### src/rtl/wb_pkg.sv
// wb_pkg: shared definitions for the writeback stage.
//   res_src_e : ResultSrc encodings selecting the writeback source
//   entry_w() : packed width of one buffered {we, rd, data} entry
package wb_pkg;

  typedef enum logic [1:0] {
    RES_ALU  = 2'd0,
    RES_MEM  = 2'd1,
    RES_LINK = 2'd2,
    RES_IMM  = 2'd3
  } res_src_e;

  // The entry struct itself depends on ADDR_W/DATA_W, so each user declares
  // it locally as {we, rd, data}; this keeps the packed width in one place.
  function automatic int entry_w(input int addr_w, input int data_w);
    return 1 + addr_w + data_w;
  endfunction

endpackage

### src/rtl/wb_entry_fifo.sv
// wb_entry_fifo: DEPTH-entry circular buffer of writeback entries.
//   clk, reset        : clock, synchronous active-high reset
//   push, wdata       : enqueue (ignored when full)
//   pop               : dequeue head (ignored when empty)
//   full, empty       : from the occupancy counter
//   ent_vld, ent_data : entries in age order, [0] = head (oldest)
module wb_entry_fifo #(
  parameter int DEPTH = 2,
  parameter int W     = 12
) (
  input  logic                      clk,
  input  logic                      reset,
  input  logic                      push,
  input  logic                      pop,
  input  logic [W-1:0]              wdata,
  output logic                      full,
  output logic                      empty,
  output logic [DEPTH-1:0]          ent_vld,
  output logic [DEPTH-1:0][W-1:0]   ent_data
);

  localparam int PW = $clog2(DEPTH);
  localparam int CW = $clog2(DEPTH + 1);

  logic [DEPTH-1:0][W-1:0] mem;
  logic [PW-1:0]           wr_ptr, rd_ptr;
  logic [CW-1:0]           count;
  logic                    push_ok, pop_ok;

  function automatic logic [PW-1:0] nxt(input logic [PW-1:0] p);
    return (p == PW'(DEPTH - 1)) ? '0 : p + 1'b1;
  endfunction

  assign full    = (count == CW'(DEPTH));
  assign empty   = (count == '0);
  assign push_ok = push && !full;
  assign pop_ok  = pop && !empty;

  always_ff @(posedge clk) begin
    if (reset) begin
      wr_ptr <= '0;
      rd_ptr <= '0;
      count  <= '0;
    end else begin
      if (push_ok) begin
        mem[wr_ptr] <= wdata;
        wr_ptr      <= nxt(wr_ptr);
      end
      if (pop_ok) rd_ptr <= nxt(rd_ptr);
      case ({push_ok, pop_ok})
        2'b10:   count <= count + 1'b1;
        2'b01:   count <= count - 1'b1;
        default: count <= count;
      endcase
    end
  end

  // Rotate storage into age order so the forwarding search can simply
  // prefer the highest valid index as the youngest entry.
  for (genvar i = 0; i < DEPTH; i++) begin : g_ord
    logic [PW:0]   sum;
    logic [PW-1:0] idx;
    always_comb begin
      sum = {1'b0, rd_ptr} + (PW+1)'(i);
      idx = (sum >= (PW+1)'(DEPTH)) ? PW'(sum - (PW+1)'(DEPTH)) : PW'(sum);
    end
    assign ent_data[i] = mem[idx];
    assign ent_vld[i]  = (CW'(i) < count);
  end

endmodule

### src/rtl/wb_stage_pipe.sv
// wb_stage_pipe: writeback stage. Selects/extends the result of each retiring
// instruction, buffers it, and drives the register-file write port, where a
// debug write has priority. Also forwards buffered results and counts retires.
//   clk, reset                     : clock, synchronous active-high reset
//   in_valid/in_ready              : handshake from MEM stage
//   RegWrite_in, ResultSrc_in, load_sext_in, *_in sources, rd_in : instruction
//   dbg_we, dbg_waddr, dbg_wdata   : debug write (wins the port)
//   rf_we, rf_waddr, rf_wdata      : register-file write port
//   fwd_rs -> fwd_hit, fwd_data    : youngest buffered match lookup
//   retire_cnt                     : pops since reset, wraps
module wb_stage_pipe
  import wb_pkg::*;
#(
  parameter int DATA_W  = 8,
  parameter int ADDR_W  = 3,
  parameter int LOAD_W  = 8,
  parameter int DEPTH   = 2,
  parameter int ZERO_RO = 0,
  parameter int CNT_W   = 16
) (
  input  logic              clk,
  input  logic              reset,
  input  logic              in_valid,
  output logic              in_ready,
  input  logic              RegWrite_in,
  input  logic [1:0]        ResultSrc_in,
  input  logic              load_sext_in,
  input  logic [DATA_W-1:0] alu_result_in,
  input  logic [DATA_W-1:0] mem_data_in,
  input  logic [DATA_W-1:0] link_in,
  input  logic [DATA_W-1:0] imm_in,
  input  logic [ADDR_W-1:0] rd_in,
  input  logic              dbg_we,
  input  logic [ADDR_W-1:0] dbg_waddr,
  input  logic [DATA_W-1:0] dbg_wdata,
  output logic              rf_we,
  output logic [ADDR_W-1:0] rf_waddr,
  output logic [DATA_W-1:0] rf_wdata,
  input  logic [ADDR_W-1:0] fwd_rs,
  output logic              fwd_hit,
  output logic [DATA_W-1:0] fwd_data,
  output logic [CNT_W-1:0]  retire_cnt
);

  typedef struct packed {
    logic              we;
    logic [ADDR_W-1:0] rd;
    logic [DATA_W-1:0] data;
  } wb_entry_t;

  localparam int EW = entry_w(ADDR_W, DATA_W);

  logic [DATA_W-1:0]       load_mask, mem_ext, sel_data;
  wb_entry_t               push_ent, head;
  wb_entry_t [DEPTH-1:0]   ents;
  logic [DEPTH-1:0][EW-1:0] ent_data;
  logic [DEPTH-1:0]        ent_vld;
  logic                    full, empty, push, pop;

  // Mask of the low LOAD_W bits; all ones when LOAD_W == DATA_W, so the
  // extension below degenerates to a pass-through in that case.
  assign load_mask = {DATA_W{1'b1}} >> (DATA_W - LOAD_W);
  assign mem_ext   = (load_sext_in && mem_data_in[LOAD_W-1]) ?
                     (mem_data_in | ~load_mask) : (mem_data_in & load_mask);

  always_comb begin
    sel_data = alu_result_in;
    case (res_src_e'(ResultSrc_in))
      RES_ALU:  sel_data = alu_result_in;
      RES_MEM:  sel_data = mem_ext;
      RES_LINK: sel_data = link_in;
      RES_IMM:  sel_data = imm_in;
      default:  sel_data = alu_result_in;
    endcase
  end

  // Suppressed register-0 writes still occupy an entry so they retire in order.
  assign push_ent.we   = RegWrite_in && !((ZERO_RO != 0) && (rd_in == '0));
  assign push_ent.rd   = rd_in;
  assign push_ent.data = sel_data;

  assign in_ready = !full && !reset;
  assign push     = in_valid && in_ready;
  assign pop      = !empty && !dbg_we && !reset;

  wb_entry_fifo #(.DEPTH(DEPTH), .W(EW)) u_fifo (
    .clk      (clk),
    .reset    (reset),
    .push     (push),
    .pop      (pop),
    .wdata    (push_ent),
    .full     (full),
    .empty    (empty),
    .ent_vld  (ent_vld),
    .ent_data (ent_data)
  );

  assign ents = ent_data;
  assign head = ents[0];

  always_comb begin
    rf_we    = 1'b0;
    rf_waddr = '0;
    rf_wdata = '0;
    if (!reset) begin
      if (dbg_we) begin
        rf_we    = 1'b1;
        rf_waddr = dbg_waddr;
        rf_wdata = dbg_wdata;
      end else if (!empty && head.we) begin
        rf_we    = 1'b1;
        rf_waddr = head.rd;
        rf_wdata = head.data;
      end
    end
  end

  // Later (younger) matches overwrite earlier ones.
  always_comb begin
    fwd_hit  = 1'b0;
    fwd_data = '0;
    if (!reset) begin
      for (int i = 0; i < DEPTH; i++) begin
        if (ent_vld[i] && ents[i].we && (ents[i].rd == fwd_rs)) begin
          fwd_hit  = 1'b1;
          fwd_data = ents[i].data;
        end
      end
    end
  end

  always_ff @(posedge clk) begin
    if (reset)    retire_cnt <= '0;
    else if (pop) retire_cnt <= retire_cnt + 1'b1;
  end

endmodule

### config.mk
export PLATFORM = sky130hd
export DESIGN_NAME = wb_stage_pipe
export DESIGN_NICKNAME = d
export VERILOG_FILES = /design/src/rtl/wb_pkg.sv /design/src/rtl/wb_entry_fifo.sv /design/src/rtl/wb_stage_pipe.sv
export SDC_FILE = /design/constraint.sdc
export NUM_CORES = 1
export LEC_CHECK = 0
export CAP_MARGIN = 20
export CORE_MARGIN = 8
export CORE_UTILIZATION = 25
export CTS_BUF_LIST = sky130_fd_sc_hd__clkbuf_4 sky130_fd_sc_hd__clkbuf_8 sky130_fd_sc_hd__clkbuf_16
export CTS_CLUSTER_DIAMETER = 120
export DETAILED_ROUTE_END_ITERATION = 16
export GPL_ROUTABILITY_DRIVEN = 0
export SLEW_MARGIN = 10
export SYNTH_ARGS = -nofsm -noshare
export SYNTH_HDL_FRONTEND = slang
export SYNTH_SLANG_ARGS = --single-unit
### constraint.sdc
create_clock -name clk -period 4.4 [get_ports clk]
set_input_delay 0.44 -clock clk [delete_from_list [all_inputs] [get_ports clk]]
set_output_delay 0.44 -clock clk [all_outputs]
set_load 0.1 [all_outputs]
==> impl_metrics.env <==
export IMPL_post_cts_resized=0
export IMPL_max_vdd_ir_drop_mv=0.111
export IMPL_synth_adder_area_share_pct=2.46
export IMPL_fin_util_pct=36.3
export IMPL_relSlewSlack_pct=34.6
export IMPL_drv_slew=0
export IMPL_max_freq_ghz=0.271
export IMPL_fp_row_count=37
export IMPL_cts_clk_slew_worst_paths_ps=80
export IMPL_ys_async_sr_fraction_pct=0
export IMPL_cts_tree="built"
export IMPL_worstPathMaxFanout=21
export IMPL_ys_seq_area_share_pct=44.1
export IMPL_holdPathStages=2
export IMPL_ys_flop_type="edfxtp_1"
export IMPL_timing_rr_start="u_fifo.count[0]$_SDFFE_PP0P_"
export IMPL_synth_distinct_cells=34
export IMPL_dp_hpwl_um=5460
export IMPL_fin_crit_ps=3690
export IMPL_yosys_top_cells_area="edfxtp_1 28%, dfxtp_1 16%, mux4_2 7.1%"
export IMPL_syn_nets=319
export IMPL_clkLatencyLatePin_ps=300
export IMPL_core_area_um2=10100
export IMPL_synth_top_area_share_pct=28.3
export IMPL_hold_viol=0
export IMPL_path_class="register to output port"
export IMPL_worstPathRequired_ps=3960
export IMPL_power_density_nw_per_um2=319
export IMPL_grt_setup_unrepaired="no"
export IMPL_drt_iter0_drc=73
export IMPL_portBuffers=93
export IMPL_hold_buffers=0
export IMPL_grt_pass1_wl_um=10900
export IMPL_grt_max_degree=34
export IMPL_clock_sinks=44
export IMPL_synth_edf_count=24
export IMPL_die_area_um2=13700
export IMPL_grt_pass1_vias=2197
export IMPL_ant_nets=0
export IMPL_finalSetupTns_ps=0
export IMPL_layout_cells_most_common_list="71 x clkdlybuf4s50_1, 47 x nor2_1, 26 x buf_4"
export IMPL_areaGrowthSynthToFinish_pct=44.0
export IMPL_die_w_um=117
export IMPL_yosys_register_bits=44
export IMPL_drv_cap=0
export IMPL_r2r_slack_ps=1910
export IMPL_fin_skew_ps=5.79
export IMPL_hp_class="register to register"
export IMPL_yosys_warnings=0
export IMPL_antenna_found_initial=0
export IMPL_clockBufferDepth=2
export IMPL_synth_xor_area_share_pct=7.92
export IMPL_fp_dieH_um=117
export IMPL_min_delay_start="retire_cnt[15]$_SDFFE_PP0N_"
export IMPL_worst_slew_pin_slew_ps=978
export IMPL_fin_nets=404
export IMPL_drt_total_wl_um=6830
export IMPL_routed_via_density=4.54
export IMPL_yosys_area_share_simple_pct=17.3
export IMPL_worstPathArrival_ps=3250
export IMPL_start_util_pct=25.2
export IMPL_grt_usage_pct=10.2
export IMPL_startpoint_type="register"
export IMPL_finalCritPeriodShare_pct=83.8
export IMPL_htree_levels=2
export IMPL_outcome="completed"
export IMPL_post_route_drc_count=0
export IMPL_synth_compound_area_share_pct=10.6
export IMPL_drt_pass1_iter_count=4
export IMPL_setup_viol=0
export IMPL_grt_overflow=0
export IMPL_ios=95
export IMPL_muxShareOfSynthArea_pct=13.4
export IMPL_postCtsSetupBuffers=0
export IMPL_synth_top_family_by_area="simple AND/OR/NAND/NOR gates"
export IMPL_synth_area_um2=2540
export IMPL_postSynthCellCount=257
export IMPL_rr_worst_depth=6
export IMPL_synth_top_area_cell="edfxtp_1"
export IMPL_drive_gt1_share_pct=15.2
export IMPL_num_vias=2174
export IMPL_wl_per_cell_um=14.3
export IMPL_final_common_cell="clkdlybuf4s50_1"
export IMPL_antennaDiodeCount=0
export IMPL_p_leak_nw=1.22
export IMPL_avgSynthCellArea_um2=9.90
export IMPL_reg2reg_to="retire_cnt[11]$_SDFFE_PP0N_"
export IMPL_hold_end="retire_cnt[15]$_SDFFE_PP0N_"
export IMPL_root_buffer="clkbuf_8"
export IMPL_endpoint_kind="output port"
export IMPL_cts_buffers=5
## cell usage after synthesis (7+ instances only)
master and n:
a21boi_0 7, a21oi_1 22, a221oi_1 8, clkbuf_1 9
dfxtp_1 20, edfxtp_1 24, mux2i_1 16, mux4_2 8
nand2_1 9, nand3_1 19, nor2_1 47, xnor2_1 9
xor2_1 14
## registers in the layout, indices dropped and copies added (netlist names)
signal,cells
u_fifo.wr_ptr,1
u_fifo.count,2
u_fifo.rd_ptr,1
u_fifo.mem,24
retire_cnt,16
## how the worst max path moves through the flow
stage                        to  slack [ps]                       start  cells past startpoint
floorplan           fwd_data[0]         880  u_fifo.rd_ptr$_SDFFE_PP0P_                      9
global placement    fwd_data[7]        1080  u_fifo.rd_ptr$_SDFFE_PP0P_                      6
detailed placement  fwd_data[3]        1020  u_fifo.rd_ptr$_SDFFE_PP0P_                      6
CTS                 fwd_data[3]         670  u_fifo.rd_ptr$_SDFFE_PP0P_                      6
global route        fwd_data[7]         430  u_fifo.rd_ptr$_SDFFE_PP0P_                      6
finish              fwd_data[3]         710  u_fifo.rd_ptr$_SDFFE_PP0P_                      6
## layer usage
metal | wire (um) | track usage [%]
met5 | 0 | 0
met4 | 140 | 4.52
met3 | 370 | 1.95
met2 | 3540 | 18.0
met1 | 2780 | 11.7
## final cells by class
cell class | count | area, um2
Multi-Input combinational cell | 189 | 1370
Timing Repair Buffer | 97 | 906
Tap cell | 136 | 170
Sequential cell | 44 | 1120
Inverter | 5 | 18.8
Fill cell | 1032 | 6430
Clock buffer | 5 | 68.8
Clock inverter | 3 | 13.8
## worst max-delay path: stages, from the launching register on
cell and delay [ps]:
dfxtp_1 930, mux2i_1 300, xor2_1 220, and4_1 570, a21boi_0 220, a221oi_2 360
buf_4 350
## through the flow
step	worst slack, ps	cells	instance area, um2	hold WS (ps)	power (mW)
detailed placement	1020	470	3570	505	0.949
global route	429	479	3660	555	1.23
CTS	673	478	3660	539	1.19
floorplan	883	257	2590	493	0.825
global placement	1080	470	3570	504	0.942
finish	715	479	3660	530	1.17
## report_power, final
group	total [mW]	leakage [nW]	internal [mW]	switching, mW
Clock	0.235	0.0453	0.108	0.128
Sequential	0.487	0.382	0.459	0.0281
Combinational	0.448	0.795	0.159	0.289
Total	1.17	1.22	0.725	0.444
## cell families after synthesis
logic type | after synthesis
buffers and inverters | 24
multiplexers | 24
AND/OR/NAND/NOR | 94
AO/OA/AOI/OAI | 43
adder cells (fa/ha/maj) | 5
flip-flops | 44
XOR/XNOR | 23
Note: power is estimated with default switching activity, not from simulation.
==> RTL edit, RTL diff (same settings) <==
The parameter `ADDR_W` goes from 3 to 4.
--- a/src/rtl/wb_stage_pipe.sv
+++ b/src/rtl/wb_stage_pipe.sv
@@ -14,3 +14,3 @@
   parameter int DATA_W  = 8,
-  parameter int ADDR_W  = 3,
+  parameter int ADDR_W  = 4,
   parameter int LOAD_W  = 8,
Interface: changed (resized dbg_waddr, fwd_rs, rd_in and rf_waddr); port bits go from 95 to 99. The function was not compared with the original's and may differ.
==> RTL edit against the unedited design <==
- wire length rose by 14%
- sequential cell count rose by 2
- synthesized cell count rose by 9.7%
- worst setup slack improved by 0.16 ns
- count of clock-buffer cells in the layout did not move
- largest power group unchanged
- cell area rose by 5.1%
- power rose by 2.4%
- die area rose by 6.1%
- synthesized area rose by 7.1%
- highest routed layer unchanged
==> RTL edit: results (changes against the unedited design) <==
metric,value,unit,change
status,completed,,
muxShareOfSynthArea,10.7,%,-2.7 points
ys_types,37,,+8.8%
crit_end,fwd_data[2],,
ir_drop,0.102,mV,-7.8%
fillers,1115,,+8.0%
cp_max_fo,20,,-4.8%
grtUsageTotal,10.5,%,+0.34 points
syn_inst,282,,+9.7%
grt_max_degree,21,,-38%
worstRegToRegCells,7,,+1
seq-power,0.501,mW,+3%
cts_resized,0,,unchanged
synthTopCellsByCount,"nor2_1 (41), nand2_1 (35), edfxtp_1 (26)",,
syn_nets,347,,+8.8%
post-dp-hpwl,6.24,mm,+14%
cts.root.buffer_cell,clkbuf_8,,
grt_pass1_vias,2533,,+15%
dpl.cell_count,505,,+7.4%
synth_xor_xnor_area_share,8.36,%,+0.44 points
min_from,retire_cnt[13],,
cp.arrival,3.09,ns,-0.16 ns
total_leakage_power,1.33,nW,+9.2%
wl_per_cell,15.2,um,+6.8%
finClkSkew,0.00284,ns,-0.00295 ns
synth.yosys.seq_area_share,43.3,%,-0.73 points
intPower,0.739,mW,+1.9%
synthTopCellsByArea,"edfxtp_1 (29%), dfxtp_1 (15%), mux4_2 (6.6%), xor2_1 (5.8%), nor2_1 (5.6%)",,
synth_fa_ha_area_share,2.30,%,-0.16 points
viasPerCell,4.87,,+7.2%
drive_above_1_share,12.1,%,-3.1 points
synth_compound_area_share,11.9,%,+1.3 points
drt_iter0_drc,117,,+60%
holdPathEnd,retire_cnt[13],,
reg2reg_slack,2.58,ns,+0.67 ns
layout.nets,437,,+8.2%
grt_pass1_wl,12.3,mm,+13%
portBuffers,97,,+4.3%
worst-slew-pin-transition,0.978,ns,-0.0000377 ns
powerComb,0.444,mW,-0.9%
synth_edf_count,26,,+8.3%
-- RTL edit: cell count changes after synthesis, sizes merged, moves of 4 or more --
cell    delta
o221ai     +7
a21oi      -8
mux2i      -5
xor2       +4
a311oi     +7
nand3     -14
nor2       -6
a21boi     -8
nor3      +12
a211o      +7
clkbuf     +4
a221oi     -7
nand2     +26
-- RTL edit: final cells by class --
| class | count | area share, % |
|---|---|---|
| multi-input cells | 211 | 37.2 |
| clock buffers | 5 | 1.79 |
| repair buffers | 103 | 24.9 |
| well taps | 140 | 4.55 |
| flip-flops and latches | 46 | 30.7 |
| clock inverters | 3 | 0.422 |
| inverters | 5 | 0.487 |
-- RTL edit: metal layers --
| layer | share of wire (%) | track usage (%) | routed length [um] |
|---|---|---|---|
| met5 | 0 | 0 | 0 |
| met4 | 1.5 | 3.90 | 114 |
| met3 | 8.3 | 3.54 | 646 |
| met2 | 47 | 18.0 | 3700 |
| met1 | 43 | 11.9 | 3350 |
-- RTL edit: stage by stage --
step | power (mW) | hold WS, ns | cell area [sq um] | utilization (%) | worst slack, ns
after floorplan | 0.825 | 0.493 | 2730 | - | 0.169
after global placement | 0.947 | 0.483 | 3760 | 35.0 | 1.24
after detailed placement | 0.956 | 0.499 | 3770 | 35.0 | 1.20
after CTS | 1.21 | 0.512 | 3850 | 35.8 | 0.854
after global routing | 1.25 | 0.536 | 3850 | 35.8 | 0.756
final | 1.20 | 0.506 | 3850 | 35.8 | 0.872
-- RTL edit: critical path, stage by stage, from the launching register on --
cell	delay, ns
dfxtp_1	0.64
buf_4	0.35
mux2i_1	0.12
or4_1	0.77
a211o_1	0.33
a21oi_1	0.23
buf_4	0.34
